File: config.mk
export PLATFORM = sky130hd
export DESIGN_NAME = geofence_loader
export DESIGN_NICKNAME = d
export VERILOG_FILES = /design/src/rtl/geofence_loader.sv
export SDC_FILE = /design/constraint.sdc
export NUM_CORES = 1
export LEC_CHECK = 0
export ABC_AREA = 1
export ABC_CLOCK_PERIOD_IN_PS = 2800
export CAP_MARGIN = 5
export CORE_AREA = 5 5 123 125
export CTS_CLUSTER_SIZE = 12
export DETAILED_ROUTE_END_ITERATION = 8
export DIE_AREA = 0 0 128 130
export DONT_BUFFER_PORTS = 1
export PLACE_DENSITY = 0.64
export SLEW_MARGIN = 5
export SYNTH_ARGS = -nofsm -noshare
export SYNTH_HDL_FRONTEND = slang
export SYNTH_SLANG_ARGS = --single-unit
export TNS_END_PERCENT = 5
File: constraint.sdc
create_clock -name clk -period 2.8 [get_ports clk]
set_input_delay 0.28 -clock clk [delete_from_list [all_inputs] [get_ports clk]]
set_output_delay 0.28 -clock clk [all_outputs]
set_load 0.05 [all_outputs]
File: src/rtl/geofence_loader.sv
// Serial loader for the hexagon sort stage: collects an object point plus six receiver
// points, fires finish_load, then holds everything until the sort stage answers or times out.
module geofence_loader #(
    parameter int COORD_W = 10,
    parameter int TIMEOUT = 64
) (
    input  logic                   clk,
    input  logic                   reset,
    input  logic                   in_valid,
    input  logic [COORD_W-1:0]     X,
    input  logic [COORD_W-1:0]     Y,
    input  logic                   finish_sort,
    output logic                   busy,
    output logic [2*COORD_W-1:0]   obj,
    output logic [2*COORD_W-1:0]   G1,
    output logic [2*COORD_W-1:0]   G2,
    output logic [2*COORD_W-1:0]   G3,
    output logic [2*COORD_W-1:0]   G4,
    output logic [2*COORD_W-1:0]   G5,
    output logic [2*COORD_W-1:0]   G6,
    output logic                   finish_load,
    output logic                   err
);

    localparam int PW = 2 * COORD_W;
    localparam int TW = $clog2(TIMEOUT + 1);

    typedef enum logic [1:0] {
        IDLE,
        LOAD,
        FIRE,
        WAIT_SORT
    } state_t;

    state_t          state_q, state_d;
    logic [2:0]      cnt_q, cnt_d;
    logic [TW-1:0]   timer_q, timer_d;
    logic            busy_q, busy_d;
    logic            load_q, load_d;
    logic            err_q, err_d;
    logic [PW-1:0]   obj_q, obj_d;
    logic [PW-1:0]   g_q [6];
    logic [PW-1:0]   g_d [6];

    logic            accept;
    logic [PW-1:0]   point;

    assign accept = in_valid & ~busy_q;
    assign point  = {X, Y};

    always_ff @(posedge clk or negedge reset) begin
        if (!reset) begin
            state_q <= IDLE;
            cnt_q   <= '0;
            timer_q <= '0;
            busy_q  <= 1'b0;
            load_q  <= 1'b0;
            err_q   <= 1'b0;
            obj_q   <= '0;
            for (int i = 0; i < 6; i++) begin
                g_q[i] <= '0;
            end
        end else begin
            state_q <= state_d;
            cnt_q   <= cnt_d;
            timer_q <= timer_d;
            busy_q  <= busy_d;
            load_q  <= load_d;
            err_q   <= err_d;
            obj_q   <= obj_d;
            for (int i = 0; i < 6; i++) begin
                g_q[i] <= g_d[i];
            end
        end
    end

    // busy is registered, so it is raised on the same edge as finish_load and
    // dropped on the edge that leaves WAIT_SORT; accept only ever sees busy_q.
    always_comb begin
        state_d = state_q;
        cnt_d   = cnt_q;
        timer_d = timer_q;
        busy_d  = busy_q;
        load_d  = 1'b0;
        err_d   = err_q;
        obj_d   = obj_q;
        for (int i = 0; i < 6; i++) begin
            g_d[i] = g_q[i];
        end

        case (state_q)
            IDLE: begin
                busy_d = 1'b0;
                if (accept) begin
                    obj_d   = point;
                    cnt_d   = 3'd1;
                    err_d   = 1'b0;
                    state_d = LOAD;
                end
            end
            LOAD: begin
                if (accept) begin
                    err_d = 1'b0;
                    for (int i = 0; i < 6; i++) begin
                        if (cnt_q == 3'(i + 1)) begin
                            g_d[i] = point;
                        end
                    end
                    if (cnt_q == 3'd6) begin
                        cnt_d   = 3'd0;
                        busy_d  = 1'b1;
                        load_d  = 1'b1;
                        state_d = FIRE;
                    end else begin
                        cnt_d = cnt_q + 3'd1;
                    end
                end
            end
            FIRE: begin
                busy_d  = 1'b1;
                timer_d = '0;
                state_d = WAIT_SORT;
            end
            WAIT_SORT: begin
                timer_d = timer_q + TW'(1);
                if (finish_sort) begin
                    busy_d  = 1'b0;
                    state_d = IDLE;
                end else if (timer_q == TW'(TIMEOUT - 1)) begin
                    err_d   = 1'b1;
                    busy_d  = 1'b0;
                    state_d = IDLE;
                end
            end
            default: begin
                state_d = IDLE;
            end
        endcase
    end

    assign busy        = busy_q;
    assign finish_load = load_q;
    assign err         = err_q;
    assign obj         = obj_q;
    assign G1          = g_q[0];
    assign G2          = g_q[1];
    assign G3          = g_q[2];
    assign G4          = g_q[3];
    assign G5          = g_q[4];
    assign G6          = g_q[5];

endmodule

=== After elaboration in Yosys (flattened, before gate mapping) ===
Cells that the tools add are included.

* Add/subtract/negate cells: 2
* Multipliers: 0
* Divide/modulo/power cells: 0
* Order comparisons: 0
* Eq/ne operators: 17
* Shift operators: 0
* Mux-type cells: 23
* Bitwise gates (word level): 2
* Reduce and logical (&&, ||, !) cells: 16

{| class="wikitable"
|+ Operators with widths
! operator !! count
|-
| $reduce_and 3->1 || 8
|-
| $pmux 7 s2 || 1
|-
| $mux 1 || 10
|-
| $mux 2 || 5
|-
| $ne 2x2->1 const B || 5
|-
| $eq 3x3->1 const B || 3
|-
| $mux 3 || 3
|-
| $pmux 2 s4 || 1
|-
| $reduce_and 4->1 || 2
|-
| $add 7x1->7 const B || 1
|-
| $eq 7x6->1 const B || 1
|-
| $eq 3x2->1 const B || 2
|-
| $pmux 3 s2 || 1
|-
| $reduce_bool 2->1 || 3
|-
| $eq 2x2->1 const B || 2
|-
| $pmux 1 s4 || 1
|-
| $add 3x1->3 const B || 1
|-
| $eq 3x1->1 const B || 1
|-
| $ne 3x3->1 const B || 1
|-
| $eq 2x1->1 const B || 1
|-
| $logic_not 2->1 || 1
|-
| $ne 2x1->1 const B || 1
|-
| $pmux 1 s2 || 1
|-
| $reduce_and 2->1 || 1
|-
| other kinds (3) || 3
|}

* Register bits: 155
* Bits in latches: 0
* Bits in writable memories: 0
* Bits in read-only memories: 0
* Output and inout bits: 143
* Memories: 0

=== Longest topological paths before layout ===
Gate-level depths: netlist of run 1.

* Depth in word-level cells: 4
* Gate-level depth with buffers: 8

=== Least setup slack after synthesis of run 1 ===
Ideal clock, no wire load.

* Path kind: reg2reg
* Start: register busy_q, in the netlist busy
* End: register g_q (netlist bit G5[2])
* Arrival time: 1.384 ns
* Setup slack: 1.289 ns
* Stages on the path, launching flop included: 8
* Path buffers: 1
* Path through: dfrtp_1 > nor2_4 > nand2_4 > nor2_4 > nand2_2 > buf_4 > nand2_1 > o21ai_1

* Cells in the longest elaborated chain, start to end: 3

{| class="wikitable"
|+ Ends and longest elaborated chain
! item !! line !! text
|-
| from (decl) || 38 || <nowiki>logic busy_q, busy_d;</nowiki>
|-
| from (signal assigned) || 67 || <nowiki>busy_q <= busy_d;</nowiki>
|-
| $not 1->1 || 48 || <nowiki>assign accept = in_valid & ~busy_q;</nowiki>
|-
| $and 1x1->1 || 48 ||
|-
| $reduce_and 3->1 (no line) || n/a ||
|-
| to (signal, indexed assignment) || 72 || <nowiki>g_q[i] <= g_d[i];</nowiki>
|-
| to (decl) || 42 || <nowiki>logic [PW-1:0] g_q [6];</nowiki>
|}

Every way passes these cells.
A chain may end at the register's enable or synchronous reset.

=== Final worst setup path of run 1 ===
* Start: register state_q[1]
* End: register g_q (netlist bit G5[14])

* Cells in the longest elaborated chain, start to end: 2

{| class="wikitable"
|+ Ends and longest elaborated chain
! item !! line !! text
|-
| from (decl) || 35 || <nowiki>state_t state_q, state_d;</nowiki>
|-
| from (signal assigned) || 64 || <nowiki>state_q <= state_d;</nowiki>
|-
| $eq 2x1->1 || 91 || <nowiki>case (state_q)</nowiki>
|-
| $reduce_and 3->1 (no line) || n/a ||
|}

Every way passes these cells.

==> results of run 1 <==
[sequential cells by signal, summed over array words and instances, names as in the netlist, 7 cells and up]
name,count
G1,20
G4,20
G2,20
G6,20
obj,20
G3,20
G5,20
timer_q,7
[power by group through the flow]
| stage | combinational [mW] | sequential [mW] | clock [mW] |
|---|---|---|---|
| detailed placement | 1.21 | 5.87 | 0 |
| floorplan | 1.03 | 5.61 | 0 |
| CTS | 1.22 | 5.83 | 2.19 |
| global placement | 1.13 | 5.84 | 0 |
| finish | 1.20 | 5.80 | 2.15 |
| global route | 1.42 | 5.89 | 2.29 |
[cells in the final DEF, fill, tap and decap left out, types with 2 or more instances in the layout]
master	instances
clkbuf_16	17
clkbuf_8	4
clkinv_2	6
dfrtp_1	155
ha_1	7
inv_1	41
inv_2	2
nand2_1	167
nand2_2	4
nand3_1	6
nand3_4	2
nand4_1	4
nor2_1	13
nor2_4	3
o21ai_0	42
o21ai_1	72
o21ai_2	35
o22ai_1	2
[worst max-delay path: cells and delay by family (launching register included)]
kind / cells / cell delay, ns
AO/OA/AOI/OAI: 1 / 0.07
adder cells (fa/ha/maj): 1 / 0.26
buffers and inverters: 1 / 0.14
flip-flops: 1 / 0.43
AND/OR/NAND/NOR: 4 / 0.94
[logic make-up after synthesis]
family	after synthesis	share of synthesized area (%)
flip-flops	155	63.1
AO/OA/AOI/OAI	154	14.8
buffers and inverters	72	6.70
adder cells (fa/ha/maj)	7	1.43
AND/OR/NAND/NOR	203	13.9
[worst min path at each step]
stage,slack [ns],endpoint
2_1_floorplan,-0.02,G1[0]
3_3_place_gp,-0.01,G3[19]
3_5_place_dp,-0.01,G3[3]
4_1_cts,-0.46,G5[2]
5_1_grt,-0.46,timer_q[5]
6_report,-0.43,timer_q[5]
[final cells by class]
type | instances | area share [%]
clock buffers | 21 | 7.20
clock inverters | 8 | 1.03
inverters | 43 | 2.42
multi-input cells | 364 | 27.8
flip-flops and latches | 155 | 58.1
well taps | 180 | 3.37
repair buffers | 1 | 0.112
[layer usage]
metal / up-vias / routed length (um) / GRT usage [%]
met1: 1972 / 6120 / 23.3
met4: 0 / 260 / 6.18
met5: - / 0 / 0
met2: 123 / 7460 / 30.1
met3: 21 / 1090 / 6.14
li1: 1913 / - / -
==> results.rst, run 1 <==
.. list-table::
   :header-rows: 1

   * - Metric
     - Value
   * - Slew HR
     - 48.0%
   * - Clock latency at the later pin of the worst-skew pair
     - about 0.4 ns
   * - Library cell with the highest instance count after synthesis
     - nand2_1
   * - List of cells traversed by the critical path
     - inv_1 -> ha_1 -> nand2_4 -> nor2_4 -> nand2_2 -> nand2_1 -> o21ai_2
   * - Worst setup path startpoint
     - state_q[1]
   * - Total power
     - 9.15 mW
   * - Width of the die
     - 128 um
   * - Vert. Die Dim
     - 130 um
   * - Top cell type's share of synthesized area
     - 63.1%
   * - Syn Area/Cell
     - around 10 sq um
   * - Combinational share of power
     - 13.1%
   * - F_max
     - around 500 MHz
   * - Final Cycle Share
     - 71.0%
   * - Type of element capturing the critical path
     - flip-flop
   * - Final layout net count
     - 613
   * - Timing endpoint of the critical path
     - G5[14]
   * - Critical path's slowest cell
     - nand2_2
   * - Outcome
     - finished, violations left
   * - Cells after synthesis
     - 591
   * - Root buffer selected by CTS
     - clkbuf_16
   * - Unrepaired setup endpoints after global routing
     - false
   * - Post-synthesis register bit count
     - 155
   * - Number of non-filler instances in the completed layout
     - slightly below 800
   * - Share of power burned in the clock network
     - 23.5%
   * - Pin count of the biggest net entering global routing
     - 156
   * - Post-cts gate resize count
     - 0
   * - Worst Reg-to-Reg Cells
     - 7
   * - Floorplan die area
     - around 17000 sq um
   * - Worst-case clock buffer depth
     - 2
   * - Wire length of the first global-routing pass
     - 23500 um
   * - Filler cell count
     - 1312
   * - Number of routed nets with antenna violations
     - 0
   * - Sequential Power Share
     - 63.4%
   * - Setup slack, reg-to-reg
     - 0.81 ns
   * - Worst setup margin
     - 0.811 ns
   * - Transition time at the pin with the least slew margin
     - 0.778 ns
   * - Commonest cells in the synthesized netlist
     - nand2_1, dfrtp_1, o21ai_1, o21ai_0, inv_1
   * - Via density per instance
     - 5.22
   * - Endpoint arrival time on the critical path
     - 2.27 ns
   * - Worst-case hold slack
     - -0.435 ns
   * - WS Path Type
     - flip-flop to flip-flop
   * - Initial DRC Count
     - 265
   * - Final core utilization
     - 48.5%
   * - Antenna violations before repair
     - 0
   * - H-tree Lvls
     - 4
   * - Number of buffers inserted during clock tree synthesis
     - 17
   * - Synthesized net count
     - 622
   * - Power dissipated by switching net loads
     - approximately 4.5 mW
   * - Ratio of total power to cell area
     - 1370 nW/um^2
   * - Total gr overflow
     - 0
   * - Final setup vio count
     - 0
   * - Endpoint required time on the critical path
     - 3.08 ns
   * - CP max FO
     - 40
   * - Final Instance Area
     - around 6700 sq um
   * - End of the worst register-to-register path
     - G5[14]
   * - Core Footprint
     - 13800 sq um
   * - GP Congestion
     - 0.813
   * - Multi-input gate area in the final layout
     - 1860 sq um
   * - Fin. max-slew vios
     - 0
   * - Quantity of I/O buffers inserted on ports
     - 0
   * - Fraction of registers with async set/reset
     - 100%
   * - Clock tree from TritonCTS
     - yes
   * - Clock-pin slew on the worst setup and hold paths
     - 0.06 ns
   * - Antenna diode count
     - 0
   * - Post-synth design cell area
     - 6150 sq um
   * - Post-Place Cells
     - 743
   * - Post-route DRC
     - 0
   * - Cell types with the largest area share after synthesis
     - dfrtp_1, nand2_1, o21ai_1, o21ai_2, o21ai_0
   * - Setup fix buffers added after clock tree synthesis
     - 0
   * - Max VDD drop
     - 0.616 mV
   * - Post-route clock skew
     - 0.00953 ns
   * - Global-route total usage across every layer
     - 18.4%
   * - Area post-placement
     - just over 6000 sq um
   * - Total negative slack
     - 0 ns
   * - R2R Path Start
     - state_q[1]
   * - Initial standard-cell utilization of the core
     - 44.6%
   * - Post-synth top area cell
     - dfrtp_1
   * - Yosys cell types
     - 27
   * - Final critical path time including I/O delays and setup
     - 1.99 ns
   * - Violations in the final reports
     - hold timing
   * - Routed wire length
     - 14900 um
   * - Half-perimeter wire length after placement
     - 10500 um
   * - Final routed wire length divided by cell count
     - 19.3 um
   * - Number of enable flip-flop cells after synthesis
     - 0
   * - Static power due to leakage
     - between 3 and 4 nW
   * - Stage delay of the slowest cell on the critical path
     - about 0.45 ns
   * - Clock sink count
     - 155
   * - Sequential cell area
     - ~3900 sq um
   * - Total count of hold-check failures in the final report
     - 155
   * - Yosys warnings
     - 0
   * - Worst slack at placement
     - 0.818 ns
   * - Net switching share of the total power
     - 49.0%
   * - Cell internal power dissipation
     - 4.66 mW
   * - Most used DFF post-synth
     - dfrtp_1
   * - I/O pin cnt
     - 167
   * - Type of the worst min-delay path
     - input pin to asynchronous set/reset pin
   * - Vias in the first global route
     - 3989
   * - Number of standard-cell rows in the floorplan
     - 43
   * - Layout overhead on the synthesized area
     - 8.65%
   * - Critical path launch point type
     - flip-flop
   * - Post-synthesis sequential area ratio
     - 63.1%
   * - Pre-Repair DR Iteration Count
     - 4
   * - Max-cap viol count
     - 0
   * - Layout cell share with drive strength beyond 1
     - 13.3%
   * - Vias post-DR
     - 4029
(Power assumes the default switching activity.)
==> run 2, diff against run 1 <==
- ABC_CLOCK_PERIOD_IN_PS: 2800 -> 2100
- clock period: 2.8 -> 2.1 ns (I/O delays scaled with it)
==> run 2 against run 1 <==
Net effect:
- the run still ends with hold timing left
- global-route usage increased by 0.38 points
- wire length is 0.44% higher
- setup slack lost 0.58 ns
- flip-flop and latch count is the same
- via count shrank 0.87%
- count of clock-buffer cells in the layout shrank 3
- final cell count rose by 1.2%
- clock skew rose by 0.0014 ns
- critical path type unchanged
- critical endpoint is now G3[16]
==> results.rst, run 2 (synthesis gave the netlist of run 1 again) <==
.. list-table::
   :header-rows: 1

   * - Metric
     - Value
   * - Final critical path time including I/O delays and setup
     - approximately 1.9 ns
   * - Total count of hold-check failures in the final report
     - around 160
   * - I/O pin cnt
     - 167
   * - Number of buffers inserted during clock tree synthesis
     - 17
   * - Half-perimeter wire length after placement
     - 10400 um
   * - Endpoint required time on the critical path
     - 2.42 ns
   * - Highest routed layer
     - met4
   * - Worst slack at placement
     - 0.266 ns
   * - Sequential cell area
     - 3880 sq um
   * - Antenna violations before repair
     - 0
   * - Routed wire length
     - ~15000 um
   * - Pre-Repair DR Iteration Count
     - 5
   * - GP Congestion
     - 0.773
   * - Slew HR
     - 56.6%
   * - Critical path launch point type
     - flip-flop
   * - Worst-case clock buffer depth
     - 2
   * - Root buffer selected by CTS
     - clkbuf_16
   * - Initial DRC Count
     - 310
   * - Worst setup margin
     - between 0.2 and 0.25 ns
   * - Post-cts gate resize count
     - 0
   * - F_max
     - 536 MHz
   * - Max-cap viol count
     - 0
   * - Vert. Die Dim
     - between 100 and 150 um
   * - Antenna diode count
     - 0
   * - Clock latency at the later pin of the worst-skew pair
     - about 0.42 ns
   * - Total gr overflow
     - 0
   * - Worst-case hold slack
     - -0.517 ns
   * - Outcome
     - finished, violations left
   * - Multi-input gate area in the final layout
     - about 1900 sq um
   * - Global-route total usage across every layer
     - 18.8%
   * - Detailed-routed wire length on met2
     - 7560 um
   * - Clock-pin slew on the worst setup and hold paths
     - around 0.060 ns
   * - Type of the worst min-delay path
     - input pin to asynchronous set/reset pin
   * - H-tree Lvls
     - 4
   * - Floorplan die area
     - 16600 sq um
   * - Filler cell count
     - 1266
   * - Pin count of the biggest net entering global routing
     - 156
   * - Layout overhead on the synthesized area
     - 11.2%
   * - Vias in the first global route
     - 4053
   * - Max VDD drop
     - 0.759 mV
   * - Post-route DRC
     - 0
   * - Via density per instance
     - 5.11
   * - Final routed wire length divided by cell count
     - 19.2 um
   * - Quantity of I/O buffers inserted on ports
     - 0
   * - Final Cycle Share
     - approximately 89%
   * - Vias post-DR
     - ~4000
   * - Post-route clock skew
     - between 0.01 and 0.015 ns
   * - Detailed route wirelength on metal3
     - 1170 um
   * - Number of routed nets with antenna violations
     - 0
   * - Wire length of the first global-routing pass
     - 23800 um
   * - Width of the die
     - 128 um
   * - Most used cells in the layout excluding fill and tap cells
     - nand2_1, dfrtp_1, o21ai_1
   * - Core Footprint
     - 13800 sq um
   * - Type of element capturing the critical path
     - flip-flop
   * - Violations in the final reports
     - hold timing
   * - CP max FO
     - 40
   * - Static power due to leakage
     - 3.32 nW
   * - Met1 Routed Length
     - between 5000 and 6000 um
   * - Fin. max-slew vios
     - 0
   * - Ratio of total power to cell area
     - around 1800 nW/um^2
   * - Clock tree from TritonCTS
     - yes
   * - Clock sink count
     - ~160
   * - Most common cell after layout, fill and taps aside
     - nand2_1
   * - Layout cell share with drive strength beyond 1
     - 14.5%
   * - Transition time at the pin with the least slew margin
     - 0.648 ns
   * - Final setup vio count
     - 0
   * - Initial standard-cell utilization of the core
     - 44.6%
   * - Unrepaired setup endpoints after global routing
     - false
   * - Total negative slack
     - 0 ns
   * - Endpoint arrival time on the critical path
     - 2.18 ns
   * - WS Path Type
     - flip-flop to flip-flop
   * - Final layout net count
     - 620
   * - Number of standard-cell rows in the floorplan
     - 43
run 2: cell count changes in the layout (fill, tap and decap cells not counted):
cell and delta:
bufinv_16 +4, inv_6 -1, clkinv_2 -1, buf_12 +2
buf_4 +5, clkbuf_1 +1, clkinvlp_4 +1, clkbuf_8 -4
clkinv_4 +2
run 2: layout make-up:
| cell class | count | share of cell area (%) |
|---|---|---|
| Sequential cell | 155 | 56.7 |
| Multi-Input combinational cell | 364 | 27.1 |
| Clock buffer | 18 | 6.28 |
| Tap cell | 180 | 3.29 |
| Clock inverter | 13 | 2.93 |
| Inverter | 43 | 2.36 |
| Timing Repair Buffer | 8 | 1.24 |
run 2: path summary, 6_finish.rpt:
check | startpoint | endpoint | slack [ns] | cells past startpoint
setup reg to reg | state_q[1] | G3[16] | 0.24 | 6
setup / recovery | state_q[1] | G3[16] | 0.24 | 6
max in group asynchronous | reset | G6[13] | 2.33 | 0
hold reg to reg | timer_q[6] | timer_q[6] | 0.56 | 2
hold / removal | reset | timer_q[4] | -0.52 | 0
min in group clk | finish_sort | err | 0.10 | 5
run 2: metal layers:
metal  up-vias  global-route usage [%]
li1       1920                       -
met1      1924                    23.0
met2       126                    30.5
met3        24                    7.20
met4         0                    7.12
met5         -                       0
run 2: critical path, cell delays in order, from the launching register on:
cell and delay (ns):
dfrtp_1 0.42, inv_1 0.13, ha_1 0.26, nand2_4 0.11
inv_2 0.09, nand2_2 0.37, o21ai_0 0.35
run 2: what timing repair did:
item | CTS | global route
setup endpoints to repair | 0 | 0
endpoints found under the hold margin | 155 | 155
setup buffers | 0 | 0
run 2: power breakdown:
group / total, mW / internal [mW] / switching, mW
registers: 7.68 / 3.85 / 3.83
logic: 1.68 / 0.665 / 1.02
clock network: 3.26 / 2.09 / 1.17
run 2: through the flow:
step                      cells  power [mW]  utilization [%]  area [sq um]
final                       781        12.6             49.6          6840
after global routing        781        13.2             49.6          6840
after CTS                   781        12.8             49.6          6840
after detailed placement    750        9.47             45.1          6210
after global placement      750        9.33             45.1          6210
after floorplan             591        8.84                -          6150
